==> config.mk <==
export PLATFORM = sky130hd
export DESIGN_NAME = output_bias_loader_flat
export DESIGN_NICKNAME = d
export VERILOG_FILES = /design/src/rtl/output_bias_loader_pkg.sv /design/src/rtl/output_bias_loader_if.sv /design/src/rtl/output_bias_loader_bias_reg_bank.sv /design/src/rtl/output_bias_loader.sv /design/src/flat_wrapper.sv
export SDC_FILE = /design/constraint.sdc
export NUM_CORES = 1
export LEC_CHECK = 0
export CELL_PAD_IN_SITES_DETAIL_PLACEMENT = 1
export CELL_PAD_IN_SITES_GLOBAL_PLACEMENT = 1
export CORE_UTILIZATION = 32
export DETAILED_ROUTE_END_ITERATION = 8
export GPL_TIMING_DRIVEN = 0
export PLACE_DENSITY = 0.77
export REMOVE_ABC_BUFFERS = 1
export SYNTH_ARGS = -nofsm -noshare
export SYNTH_HDL_FRONTEND = slang
export SYNTH_SLANG_ARGS = --single-unit
==> constraint.sdc <==
create_clock -name clk -period 1.8 [get_ports clk]
set_input_delay 0.36 -clock clk [delete_from_list [all_inputs] [get_ports clk]]
set_output_delay 0.36 -clock clk [all_outputs]
set_load 0.005 [all_outputs]
==> src/rtl/output_bias_loader_pkg.sv <==
// Shared sizing and state encoding for the output-layer bias path.
// Also imported by the output-layer control.
package output_bias_loader_pkg;

    localparam int N_OUT  = 10;
    localparam int DATA_W = 8;
    localparam int SUM_W  = 12;
    localparam int IDX_W  = 4;

    typedef enum logic [1:0] {
        ST_IDLE = 2'd0,
        ST_LOAD = 2'd1,
        ST_DONE = 2'd2
    } bias_state_e;

    function automatic logic [SUM_W-1:0] sext_bias(input logic [DATA_W-1:0] b);
        return {{(SUM_W-DATA_W){b[DATA_W-1]}}, b};
    endfunction

endpackage

==> src/rtl/output_bias_loader_if.sv <==
// Byte-stream handshake into the bias loader, plus the frame start pulse.
interface output_bias_loader_if;
    import output_bias_loader_pkg::*;

    logic              start;
    logic              in_valid;
    logic [DATA_W-1:0] in_data;
    logic              in_ready;

    modport master (output start, output in_valid, output in_data, input in_ready);
    modport slave  (input start, input in_valid, input in_data, output in_ready);

endinterface

==> src/rtl/output_bias_loader_bias_reg_bank.sv <==
// Ten-entry bias register bank with a single write port and synchronous clear.
module bias_reg_bank
    import output_bias_loader_pkg::*;
(
    input  logic              clk,
    input  logic              rst,
    input  logic              we_i,
    input  logic [IDX_W-1:0]  waddr_i,
    input  logic [DATA_W-1:0] wdata_i,
    output logic [DATA_W-1:0] res_o [N_OUT]
);

    logic [DATA_W-1:0] res_q [N_OUT];

    always_ff @(posedge clk) begin
        if (rst) begin
            for (int i = 0; i < N_OUT; i++) begin
                res_q[i] <= '0;
            end
        end else if (we_i && (waddr_i < IDX_W'(N_OUT))) begin
            res_q[waddr_i] <= wdata_i;
        end
    end

    assign res_o = res_q;

endmodule

==> src/rtl/output_bias_loader.sv <==
// Loads ten signed bias bytes in order into the bias bank and keeps a
// running checksum of the current frame.
//
// state   | meaning
// IDLE    | after reset, waiting for the first start
// LOAD    | accepting bytes, in_ready high
// DONE    | all ten entries written, waiting for a new start
module output_bias_loader
    import output_bias_loader_pkg::*;
(
    input  logic                 clk,
    input  logic                 rst,
    output_bias_loader_if.slave  bus,
    output logic [DATA_W-1:0]    res0,
    output logic [DATA_W-1:0]    res1,
    output logic [DATA_W-1:0]    res2,
    output logic [DATA_W-1:0]    res3,
    output logic [DATA_W-1:0]    res4,
    output logic [DATA_W-1:0]    res5,
    output logic [DATA_W-1:0]    res6,
    output logic [DATA_W-1:0]    res7,
    output logic [DATA_W-1:0]    res8,
    output logic [DATA_W-1:0]    res9,
    output logic                 loaded,
    output logic                 busy,
    output logic [SUM_W-1:0]     bias_sum
);

    bias_state_e       state_q, state_d;
    logic [IDX_W-1:0]  idx_q, idx_d;
    logic [SUM_W-1:0]  sum_q, sum_d;
    logic              loaded_q, loaded_d;
    logic              we;
    logic [DATA_W-1:0] res [N_OUT];

    always_ff @(posedge clk) begin
        if (rst) begin
            state_q  <= ST_IDLE;
            idx_q    <= '0;
            sum_q    <= '0;
            loaded_q <= 1'b0;
        end else begin
            state_q  <= state_d;
            idx_q    <= idx_d;
            sum_q    <= sum_d;
            loaded_q <= loaded_d;
        end
    end

    // start always wins over a same-cycle byte so a restart drops it
    always_comb begin
        state_d  = state_q;
        idx_d    = idx_q;
        sum_d    = sum_q;
        loaded_d = loaded_q;
        we       = 1'b0;
        if (bus.start) begin
            state_d  = ST_LOAD;
            idx_d    = '0;
            sum_d    = '0;
            loaded_d = 1'b0;
        end else if (state_q == ST_LOAD && bus.in_valid) begin
            we    = 1'b1;
            sum_d = sum_q + sext_bias(bus.in_data);
            if (idx_q == IDX_W'(N_OUT - 1)) begin
                state_d  = ST_DONE;
                idx_d    = '0;
                loaded_d = 1'b1;
            end else begin
                idx_d = idx_q + IDX_W'(1);
            end
        end
    end

    bias_reg_bank u_bank (
        .clk     (clk),
        .rst     (rst),
        .we_i    (we),
        .waddr_i (idx_q),
        .wdata_i (bus.in_data),
        .res_o   (res)
    );

    assign busy         = (state_q == ST_LOAD);
    assign bus.in_ready = busy;
    assign loaded       = loaded_q;
    assign bias_sum     = sum_q;

    assign res0 = res[0];
    assign res1 = res[1];
    assign res2 = res[2];
    assign res3 = res[3];
    assign res4 = res[4];
    assign res5 = res[5];
    assign res6 = res[6];
    assign res7 = res[7];
    assign res8 = res[8];
    assign res9 = res[9];

endmodule

==> src/flat_wrapper.sv <==
// flat-port wrapper written by rule: the top's interface ports become plain ports
module output_bias_loader_flat import output_bias_loader_pkg::*;
  (clk, rst, res0, res1, res2, res3, res4, res5, res6, res7, res8, res9, loaded, busy, bias_sum, bus_start, bus_in_valid, bus_in_data, bus_in_ready);
  output_bias_loader_if bus_i ();
  input  logic clk;
  input  logic rst;
  output logic [DATA_W-1:0] res0;
  output logic [DATA_W-1:0] res1;
  output logic [DATA_W-1:0] res2;
  output logic [DATA_W-1:0] res3;
  output logic [DATA_W-1:0] res4;
  output logic [DATA_W-1:0] res5;
  output logic [DATA_W-1:0] res6;
  output logic [DATA_W-1:0] res7;
  output logic [DATA_W-1:0] res8;
  output logic [DATA_W-1:0] res9;
  output logic loaded;
  output logic busy;
  output logic [SUM_W-1:0] bias_sum;
  input wire logic [$bits(bus_i.start)-1:0] bus_start;
  input wire logic [$bits(bus_i.in_valid)-1:0] bus_in_valid;
  input wire logic [$bits(bus_i.in_data)-1:0] bus_in_data;
  output wire logic [$bits(bus_i.in_ready)-1:0] bus_in_ready;
  assign bus_i.start = bus_start;
  assign bus_i.in_valid = bus_in_valid;
  assign bus_i.in_data = bus_in_data;
  assign bus_in_ready = bus_i.in_ready;
  output_bias_loader u_core (.clk(clk), .rst(rst), .bus(bus_i), .res0(res0), .res1(res1), .res2(res2), .res3(res3), .res4(res4), .res5(res5), .res6(res6), .res7(res7), .res8(res8), .res9(res9), .loaded(loaded), .busy(busy), .bias_sum(bias_sum));
endmodule
==> out/results.ini <==
[critical_path]
crit_path_start_kind=register
arrival_ps=2150
crit_type=register to register
startpoint=u_core.bias_sum[0]
r2r-start=u_core.bias_sum[0]
cp-end-kind=register
r2r_setup_slack_ps=-110
cp.required_ps=2030
critPathMaxFanout=3

[cells_and_area]
final_cell_mix=94 x clkdlybuf4s50_1, 89 x dfxtp_1, 60 x nor2_1
final_area_um2=6030
layout_commonest_cell=clkdlybuf4s50_1
drive_gt1_share_pct=16.4
syn2layout_area_growth_pct=45.9
nets=597
n_antenna_cell=0

[global_routing]
grt_max_degree=43
grt_pass1_wl_um=20200
globalRouteOverflowTotal=0
grt_pass1_vias=3810
grt_use_total_pct=19.9
antenna_found_initial=0

[worst_hold_path]
min_from=bus_in_data[6]
hp-class=input port to register

[floorplanning]
io_pins=107
design.core.area_um2=12600
die_h_um=116
rows=41
die_area_um2=13400
initial_core_util_pct=32.7
fp.dieW_um=116

[pwr]
power_density_nw_per_um2=800
cellLeakagePower_nw=2.47
vdd_drop_max_mv=0.586

[clock_tree]
clk_latency_ps=350
htreeDepth=3
ctsHoldBuffers=0
cts_made_buffers=9
path_clk_slew_ps=70
cts_tree=built
max-clock-path-buffers=2
cts.sinks=98
cts-root-buf=clkbuf_16

[timing]
slew_headroom_pct=46.0
rsz0062_at_grt=yes
maxSlewViolCount=0
layout_setup_ws_ps=-113
tightest_slew_ps=810
fin_skew_ps=7.43
setup_viol=4
fin_crit_ps=1910
min_period_over_period_pct=106
max_freq_mhz=523
finalHoldViolations=0

[synth]
seq_area_frac_synth_pct=47.5
synth_top_area_share_pct=47.5
synth_seq_cells=98
syn_avg_cell_area_um2=8.89
synth_top_cell_by_area=dfxtp_1
yosysWarnings=0
syn_area_um2=4130
synth_cells=465
yosysUniqueCellTypes=41
synth_area_leaders=dfxtp_1 47%, mux2i_1 11%, a21oi_1 6.2%, nor2_1 5.5%, nand2_1 5.1%

[job]
drv_cap=0

[drt]
vias_per_cell=5.02
wl_um=13000
drt_pass1_iterations=6
first_iter_violations=175
routedWlPerCell_um=17.3
num_vias=3766
post-route-drc-count=0
final_antenna_net_count=0

[placement]
dpl_worst_slack_ps=-1370
dp_hpwl_um=8320
place_congestion=0.841
port_buffers=106
place_area_um2=5300

[outcome]
status=finished, violations left
violations=negative setup slack

## worst paths after layout
path,to,cells after the start
max,u_core.bias_sum[6],8
min,u_core.u_bank.res_o[6],3
max reg2reg,u_core.bias_sum[6],8
min reg2reg,u_core.u_bank.res_o[57],2
## state kept, by name, indices dropped and copies added (netlist names)
register             cells
u_core.u_bank.res_o     80
u_core.bias_sum         12
u_core.idx_q             4
u_core.loaded            1
u_core.state_q           1
## power by group
group	internal, mW	total, mW	switching (mW)	leakage [nW]
logic	0.135	0.343	0.208	1.51
clock network	1.44	2.29	0.850	0.169
registers	2.18	2.19	0.0145	0.795
total	3.75	4.82	1.07	2.47
## metal layers
metal	up-vias	track usage, %	routed length (µm)
li1	1813	-	-
met1	1828	25.0	5740
met2	104	33.9	6430
met3	21	3.40	496
met4	0	7.78	293
met5	-	0	0
## cell type report
cell class | count | area [µm²]
inverter | 2 | 7.51
fill | 1462 | 6590
clock buffer | 12 | 256
tap | 172 | 215
clock inverter | 4 | 97.6
sequential | 98 | 1980
timing repair buffer | 130 | 1230
multi-input combinational | 332 | 2250
## critical path, cell delays in order (launching register included)
cell and delay, ps:
dfxtp_2 340, ha_4 160, fa_2 390, a21oi_4 190
o21ai_2 100, a21oi_4 210, buf_4 160, xor2_2 160
o21ai_0 90
## through the flow
step	hold WS, ps	power [mW]	std cells	TNS, ps	utilization [%]
floorplan	429	2.35	432	-27240	-
global placement	445	2.51	710	-166580	41.7
detailed placement	451	2.53	713	-69280	42.0
CTS	403	4.82	743	-56.8	46.7
global route	416	4.98	750	-664	47.8
finish	412	4.82	750	-297	47.8
## logic make-up (layout without fill, tap and decap cells)
group,count (synthesis),in the layout,synth area share [%]
fa+ha+maj,12,12,3.81
flops,98,98,47.5
simple gates,187,187,21.2
buf+inv,35,148,3.78
mux,47,47,11.4
compound gates,76,76,10.2
xor+xnor,10,10,2.12
## cells in the mapped netlist, drive strengths merged
master / count
buf: 11
a221o: 1
nor3b: 3
nor4b: 2
and3: 3
a211oi: 2
nand3: 44
a31o: 1
xnor2: 6
xor2: 4
nor3: 2
dfxtp: 98
fa: 1
nand4: 1
inv: 2
a21oi: 52
o21ai: 9
nand2: 59
and2: 2
nor4: 1
or2: 1
nor2b: 5
a31oi: 3
a21o: 6
mux2i: 47
nor2: 62
clkbuf: 22
ha: 11
nand3b: 2
o21bai: 1
o21a: 1
## timing repair
item,CTS,global route
pin swaps,6,8
resized for setup,82,19
buffers inserted,14,7
setup endpoints to repair,87,57
(Power assumes the default switching activity.)
